===== src/rtl/cardinal_nic_fifo.sv =====
// Cardinal NIC with configurable-depth input/output FIFOs, occupancy status and sticky flags.

// Generic circular-buffer FIFO; the registered count drives full/empty.
// Latency: a push is visible at head_dat one cycle later (no fall-through).
// Backpressure: a push when full or a pop when empty is ignored; the caller flags drops.
module cardinal_nic_fifo_buf #(
  parameter int W     = 64,
  parameter int DEPTH = 4
) (
  input  logic                           clk,
  input  logic                           reset,
  input  logic                           push_vld,
  input  logic [W-1:0]                   push_dat,
  input  logic                           pop_vld,
  output logic [W-1:0]                   head_dat,
  output logic [$clog2(DEPTH+1)-1:0]     count
);
  localparam int CW = $clog2(DEPTH + 1);
  localparam int AW = $clog2(DEPTH);
  localparam logic [CW-1:0] FULL_CNT = CW'(DEPTH);

  logic [W-1:0]  mem [DEPTH];
  logic [AW-1:0] wr_ptr;
  logic [AW-1:0] rd_ptr;
  logic          do_push;
  logic          do_pop;

  assign do_push  = push_vld && (count != FULL_CNT);
  assign do_pop   = pop_vld && (count != '0);
  assign head_dat = mem[rd_ptr];

  always_ff @(posedge clk) begin
    if (do_push) mem[wr_ptr] <= push_dat;
  end

  always_ff @(posedge clk) begin
    if (reset) begin
      wr_ptr <= '0;
      rd_ptr <= '0;
      count  <= '0;
    end else begin
      if (do_push) wr_ptr <= wr_ptr + AW'(1);
      if (do_pop)  rd_ptr <= rd_ptr + AW'(1);
      case ({do_push, do_pop})
        2'b10:   count <= count + CW'(1);
        2'b01:   count <= count - CW'(1);
        default: count <= count;
      endcase
    end
  end
endmodule

// NIC between a memory-mapped processor port and a mesh router port.
// Latency: processor reads return on d_out one cycle after the access; sends are combinational.
// Backpressure: net_ri drops when the input FIFO is full; sends wait on net_ro and polarity.
module cardinal_nic_fifo #(
  parameter int       DATA_W    = 64,
  parameter int       IN_DEPTH  = 4,
  parameter int       OUT_DEPTH = 4,
  parameter bit       SEND_POL  = 1'b1
) (
  input  logic              clk,
  input  logic              reset,
  input  logic [1:0]        addr,
  input  logic [DATA_W-1:0] d_in,
  output logic [DATA_W-1:0] d_out,
  input  logic              nicEn,
  input  logic              nicEnWr,
  input  logic              net_si,
  output logic              net_ri,
  input  logic [DATA_W-1:0] net_di,
  output logic              net_so,
  input  logic              net_ro,
  output logic [DATA_W-1:0] net_do,
  input  logic              net_polarity
);
  localparam int CW_IN  = $clog2(IN_DEPTH + 1);
  localparam int CW_OUT = $clog2(OUT_DEPTH + 1);
  localparam logic [CW_IN-1:0]  IN_FULL  = CW_IN'(IN_DEPTH);
  localparam logic [CW_OUT-1:0] OUT_FULL = CW_OUT'(OUT_DEPTH);

  logic [CW_IN-1:0]  in_count;
  logic [CW_OUT-1:0] out_count;
  logic [DATA_W-1:0] in_head_dat;
  logic [DATA_W-1:0] out_head_dat;
  logic              in_ovf;
  logic              out_drop;
  logic              proc_rd;
  logic              proc_wr;
  logic              in_pop_vld;
  logic              out_push_vld;
  logic              in_ovf_set;
  logic              out_drop_set;
  logic [DATA_W-1:0] in_status;
  logic [DATA_W-1:0] out_status;
  logic [DATA_W-1:0] d_out_nxt;

  assign proc_rd      = nicEn && !nicEnWr;
  assign proc_wr      = nicEn && nicEnWr;
  assign in_pop_vld   = proc_rd && (addr == 2'b00);
  assign out_push_vld = proc_wr && (addr == 2'b10);
  assign in_ovf_set   = net_si && (in_count == IN_FULL);
  assign out_drop_set = out_push_vld && (out_count == OUT_FULL);

  assign net_ri = (in_count != IN_FULL);
  assign net_so = (out_count != '0) && net_ro && (net_polarity == SEND_POL);
  assign net_do = net_so ? out_head_dat : '0;

  cardinal_nic_fifo_buf #(.W(DATA_W), .DEPTH(IN_DEPTH)) u_in_fifo (
    .clk      (clk),
    .reset    (reset),
    .push_vld (net_si),
    .push_dat (net_di),
    .pop_vld  (in_pop_vld),
    .head_dat (in_head_dat),
    .count    (in_count)
  );

  cardinal_nic_fifo_buf #(.W(DATA_W), .DEPTH(OUT_DEPTH)) u_out_fifo (
    .clk      (clk),
    .reset    (reset),
    .push_vld (out_push_vld),
    .push_dat (d_in),
    .pop_vld  (net_so),
    .head_dat (out_head_dat),
    .count    (out_count)
  );

  always_comb begin
    in_status               = '0;
    in_status[0]            = (in_count != '0);
    in_status[1]            = in_ovf;
    in_status[8 +: CW_IN]   = in_count;
    out_status              = '0;
    out_status[0]           = (out_count == OUT_FULL);
    out_status[1]           = out_drop;
    out_status[8 +: CW_OUT] = out_count;
  end

  always_comb begin
    d_out_nxt = '0;
    if (proc_rd) begin
      case (addr)
        2'b00:   d_out_nxt = (in_count != '0) ? in_head_dat : '0;
        2'b01:   d_out_nxt = in_status;
        2'b11:   d_out_nxt = out_status;
        default: d_out_nxt = '0;
      endcase
    end
  end

  // A status read clears its sticky flag, but a fresh event on the same edge keeps it set.
  always_ff @(posedge clk) begin
    if (reset) begin
      d_out    <= '0;
      in_ovf   <= 1'b0;
      out_drop <= 1'b0;
    end else begin
      d_out <= d_out_nxt;
      if (in_ovf_set)                        in_ovf <= 1'b1;
      else if (proc_rd && (addr == 2'b01))   in_ovf <= 1'b0;
      if (out_drop_set)                      out_drop <= 1'b1;
      else if (proc_rd && (addr == 2'b11))   out_drop <= 1'b0;
    end
  end
endmodule


===== config.mk =====
export PLATFORM = sky130hd
export DESIGN_NAME = cardinal_nic_fifo
export DESIGN_NICKNAME = d
export VERILOG_FILES = /design/src/rtl/cardinal_nic_fifo.sv
export SDC_FILE = /design/constraint.sdc
export NUM_CORES = 1
export LEC_CHECK = 0
export ABC_CLOCK_PERIOD_IN_PS = 8100
export CAP_MARGIN = 40
export CORE_MARGIN = 10
export CORE_UTILIZATION = 59
export DETAILED_ROUTE_END_ITERATION = 7
export GPL_ROUTABILITY_DRIVEN = 1
export PLACE_DENSITY = 0.84
export SLEW_MARGIN = 20
export SYNTH_ARGS = -nofsm -noshare
export SYNTH_HDL_FRONTEND = slang
export SYNTH_SLANG_ARGS = --single-unit

===== constraint.sdc =====
create_clock -name clk -period 8.1 [get_ports clk]
set_clock_uncertainty 0.1 [all_clocks]
set_input_delay 0.81 -clock clk [delete_from_list [all_inputs] [get_ports clk]]
set_output_delay 0.81 -clock clk [all_outputs]
set_load 0.01 [all_outputs]

Word-level counts from Yosys, hierarchy flattened
Memories as Yosys holds them, arrays and structs flattened. A register that Yosys moved wholly into a read port is not among the register bits.
Cells that the tools add are included.
- add/subtract/negate cells: 8
- eq/ne operators: 11
- muxes and demuxes: 17
- bitwise logic cells: 1
- reduce and logical (&&, ||, !) cells: 23
- operators by type and width (kind ; number):
    one-hot mux 64 bit (3 select lines) ; 1
    two-way mux 64 bit ; 2
    logical AND 1 bit ; 14
    one-hot mux 3 bit (2 select lines) ; 2
    adder 2 x 1 -> 2 bit (second input constant) ; 4
    == test 2 bit (second input constant) ; 4
    two-way mux 1 bit ; 8
    two-way mux 2 bit ; 4
    nonzero test 2 bit ; 4
    adder 3 x 1 -> 3 bit (second input constant) ; 2
    == test 2 x 1 -> 1 bit (second input constant) ; 3
    == test 3 bit (second input constant) ; 2
    inequality test 3 bit (second input constant) ; 2
    nonzero test 3 bit ; 2
    subtractor 3 x 1 -> 3 bit (second input constant) ; 2
    zero test 2 bit ; 1
    OR reduction 2 bit ; 1
    zero test 1 bit ; 1
    inverter 1 bit ; 1
- register bits: 80
- bits in writable memories: 512
- input bits: 137
- output and inout bits: 130
- word-level logic and storage cells: 71
- memories: 2
- memory list (memory ; depth ; bits a word ; read ports ; clocked after memory_dff ; write ports ; line ; source):
    u_in_fifo.mem ; 4 ; 64 ; 1 ; 1 ; 1 ; 22 ; logic [W-1:0] mem [DEPTH];
    u_out_fifo.mem ; 4 ; 64 ; 1 ; 1 ; 1 ; 22 ;

Logic depth before layout (Yosys ltp)
- word-level depth: 6
- mapped depth: 10
- depth with buffers taken out: 9

Cells and area by module
From an unflattened synthesis, not the netlist that was laid out.
- cells, all modules: 1009
- area, all modules: 22013.6 µm²
- modules (own cells, without submodules) (module ; times used ; cells each ; area each (µm²) ; sequential area each (µm²)):
    cardinal_nic_fifo_buf ; 2 ; 384 ; 9786.9 ; 7867.5
    cardinal_nic_fifo ; 1 ; 241 ; 2439.8 ; 1321.3

Worst setup path before layout
No wires, ideal clock.
- path type: input -> register
- from: in addr[1]
- to: mem u_out_fifo.mem[0][0], enable pin
- setup time: 0.429 ns
- arrival: 3.015 ns
- data required time: 7.571 ns
- path slack: 4.556 ns
- cell stages on the path: 4
- path buffers: 1
- cells stage by stage: buf_6 nand2_1 nor4b_2 and2_1
- word-level cells in the longest chain between the ends: 5
- ends and longest elaborated chain (item ; line ; source):
    start, declared ; 64 ; input logic [1:0] addr,
    == test 2 bit ; 101 ; assign out_push_vld = proc_wr && (addr == 2'b10);
    logical AND 1 bit ; 101 ;
    logical AND 1 bit ; 28 ; assign do_push = push_vld && (count != FULL_CNT);
    two-way mux 1 bit ; 33 ; if (do_push) mem[wr_ptr] <= push_dat;
    two-way mux 1 bit (implied by the code) ; 33 ;
    end, declared ; 22 ;
No other way between the ends.

==> impl_summary.txt <==
----------------------------------------------------
[Global routing]
  Via count of the first global-routing pass ... 11220
  Pin count of the biggest net entering global routing ... 67
  GRT Residual Overflow ... 0
  First-pass GRT wire length ... 69140 um
  Total global-route track usage ... 20.61%
  Antenna violations before repair ... 9

[Synthesis]
  Portion of synthesized cell area occupied by the leading cell type ... 70.92%
  Xor and xnor fraction of the mapped netlist area ... 0.1616%
  Async set or reset register ratio after synthesis ... 0%
  Post-synth net total ... 1153
  Ys flop type ... edfxtp_1
  Most frequent cells after synthesis ... edfxtp_1, mux4_2, dfxtp_1
  Cell type with the largest total area after synthesis ... edfxtp_1
  Post-synthesis sequential area ratio ... 78.68%
  Synth Area in Adders ... 0.7619%
  Post-Synthesis Cell Area ... 21680 um^2
  Top-count cell post-synth ... edfxtp_1
  Synthesized instance count ... 1004
  Combinational family with the most area after synthesis ... multiplexers
  Post-synthesis register bit count ... between 500 and 600
  Synth Area in Simple Gates ... 4.704%
  Synthesized-area fraction occupied by ao, oa, aoi and oai cells ... less than 1%
  Number of warnings printed during yosys synthesis ... 0
  Number of synthesized flops with an enable pin ... around 510
  Multiplexer area fraction after synthesis ... 13.68%
  Unique cell type count in the Yosys netlist ... ~40
  Largest cells by area after synthesis ... edfxtp_1, mux4_2, dfxtp_1
  Synthesized area per cell ... 21.59 um^2

[Placement]
  DP Wirelength ... about 28000 um
  Final RePlAce weighted congestion ... 0.7322
  Post-detailed-placement cell area ... ~25000 um^2
  Dpl ws ... 4.351 ns
  Port Buf Inserts ... 266

[CTS]
  Post-CTS repair timing setup buffer count ... 0
  CTS H-Tree Depth ... 2
  Clock-pin slew reported for the worst setup and hold paths after clock tree synthesis ... 0.06 ns
  Clock net sink count ... between 500 and 600
  Clk root buf ... clkbuf_16
  Clock tree from TritonCTS ... built
  Hold_buf cts ... 0
  Number of buffers added by the clock tree synthesis step ... 56
  Resize count post-CTS ... 0
  Clk_lat worst skew ... approximately 0.6 ns
  Number of buffers on the longest clock path ... 3

[Power and ir drop]
  Register share of total power ... 53.6%
  Switching power total ... 1.215 mW
  Switching power share of the total ... between 10% and 20%
  Cell-internal power ... 5.164 mW
  Clock share of power ... 42.3%
  Worst supply voltage drop on vdd ... 0.0002332 V
  Total power per unit cell area ... between 200 and 250 nW/um^2
  Combinational fraction of design power ... 4.0%
  Design Power ... between 6 and 7 mW
  Leak ... ~8.7 nW

[Final layout]
  Total area of multi-input combinational cells ... 4365 um^2
  Final design area excluding fillers ... roughly 27000 um^2
  Area growth from synthesis to final layout ... 25.09%
  Register cell area after layout ... 17070 um^2
  Final #Nets ... 1454
  Layout fillers ... a little under 2000
  Fraction of final layout cells with drive strength greater than 1 ... roughly a fifth

[Timing]
  Hold Slack ... about 0.38 ns
  Final sum of negative setup slack ... 0 ns
  Max Slew Vio Count ... 0
  Count of endpoints failing setup in the final report ... 0
  Min cycle time layout ... 4.150 ns
  Worst slew slack as a fraction of its limit ... approximately 45%
  Unrepaired setup endpoints after global routing ... false
  Share of the clock period used by the worst path ... a little over 50%
  Fmax ... 240.9 MHz
  Worst Slack Setup Final ... 3.950 ns
  Transition time at the pin with the least slew margin ... 0.8265 ns
  Number of endpoints with negative hold slack in the final report ... 0

[Detailed routing]
  Wire length per cell after detailed routing ... 24.79 um
  Via count of the routed design ... 10500
  Routed via count divided by cell count ... 5.748
  Final WL ... roughly 45000 um
  Final ANT Viol Nets ... 0
  Initial DRT Pass Iterations ... 5
  Drc violations ... 0
  Number of design-rule violations left by the first detailed-router iteration ... 789

[Hold path]
  Kind of path behind the tightest hold check ... reg2reg
  Hold-critical path depth ... 2

[Critical path]
  Worst r2r path cells ... 9
  Kind of capture point of the worst setup path ... output port
  CP required ... 7.19 ns
  CP startpoint kind ... flip-flop
  R2r setup slk ... 5.43 ns
  Category of the most critical setup path ... reg2out
  Worst-path maximum fanout ... 25
  Endpoint arrival time on the critical path ... 3.24 ns

[Status]
  Outcome ... finished, final reports clean

[Die]
  Die extent in y ... 211.7 um
  Area enclosed by the die boundary ... 44810 um^2
  Placement row count ... 70
  IO Pins ... 267
  Overall die width ... about 210 um
  Starting density of the core ... 59.50%
  Placeable core region ... 36430 um^2

[Run]
  Max-capacitance violation count ... 0

----------------------------------------------------
==> metal layers <==
metal	routed length (um)	track usage [%]
met1	17470	26.40
met2	22840	33.81
met4	866	6.100
met3	4055	5.960
met5	57	0
==> state kept, by name (all words and copies together), names as in the netlist, named ones only <==
name               flops
u_in_fifo.count        3
out_drop               1
u_out_fifo.rd_ptr      2
in_ovf                 1
d_out                 64
u_in_fifo.rd_ptr       2
u_in_fifo.mem        256
u_in_fifo.wr_ptr       2
u_out_fifo.mem       256
u_out_fifo.wr_ptr      2
u_out_fifo.count       3
==> area by class of cell <==
type | count | area share (%)
Tap cell | 468 | 2.159
Timing Repair Buffer | 290 | 11.31
Clock inverter | 14 | 0.7844
Multi-Input combinational cell | 344 | 16.10
Inverter | 17 | 0.2353
Sequential cell | 596 | 62.94
Antenna cell | 6 | 0.05537
Clock buffer | 92 | 6.418
==> cell usage in the layout, fill, tap and decap left out, types with 6 or more instances in the layout <==
cell / netlist / routed
a21oi_1: 11 / 11
and2_1: 68 / 64
buf_16: 0 / 10
buf_4: 1 / 12
clkbuf_1: 24 / 19
clkbuf_16: 0 / 59
clkbuf_8: 0 / 14
clkdlybuf4s50_1: 0 / 266
dfxtp_1: 84 / 80
diode_2: 0 / 6
edfxtp_1: 512 / 512
ha_1: 10 / 10
inv_1: 17 / 17
mux2i_1: 6 / 6
mux4_2: 128 / 128
nor2_1: 9 / 9
nor2b_1: 61 / 61
==> power by group through the flow <==
| stage | combinational (mW) | sequential (mW) | clock (mW) |
|---|---|---|---|
| 6_report | 0.256 | 3.42 | 2.70 |
| 3_3_place_gp | 0.236 | 3.48 | 0 |
| 5_1_grt | 0.277 | 3.43 | 2.85 |
| 3_5_place_dp | 0.256 | 3.49 | 0 |
| 4_1_cts | 0.259 | 3.42 | 2.75 |
| 2_1_floorplan | 0.112 | 3.48 | 0 |
==> through the flow <==
step	cells	utilization (%)
floorplan	1004	-
global placement	1703	68.16
detailed placement	1715	69.02
CTS	1821	74.39
global route	1822	74.39
finish	1827	74.43
==> logic make-up after synthesis <==
kind of cell | count (synthesis)
simple gates | 165
fa+ha+maj | 12
mux | 136
flops | 596
buf+inv | 64
compound gates | 27
xor+xnor | 4
==> final timing paths <==
kind / startpoint / endpoint
worst max-delay path: flip-flop / net_do[47]
worst min-delay path: in_ovf$_SDFFE_PP0P_ / in_ovf$_SDFFE_PP0P_
worst max register to register: u_out_fifo.count[0]$_SDFFE_PP0P_ / u_out_fifo.count[2]$_SDFFE_PP0P_
worst min register to register: in_ovf$_SDFFE_PP0P_ / in_ovf$_SDFFE_PP0P_
==> critical path, cell delays in order (launching register included) <==
cell	delay [ns]
dfxtp_4	0.58
buf_4	0.53
buf_12	0.28
mux4_2	0.55
and2_1	0.19
clkdlybuf4s50_1	0.48
Note: power is estimated with default switching activity, not from simulation.
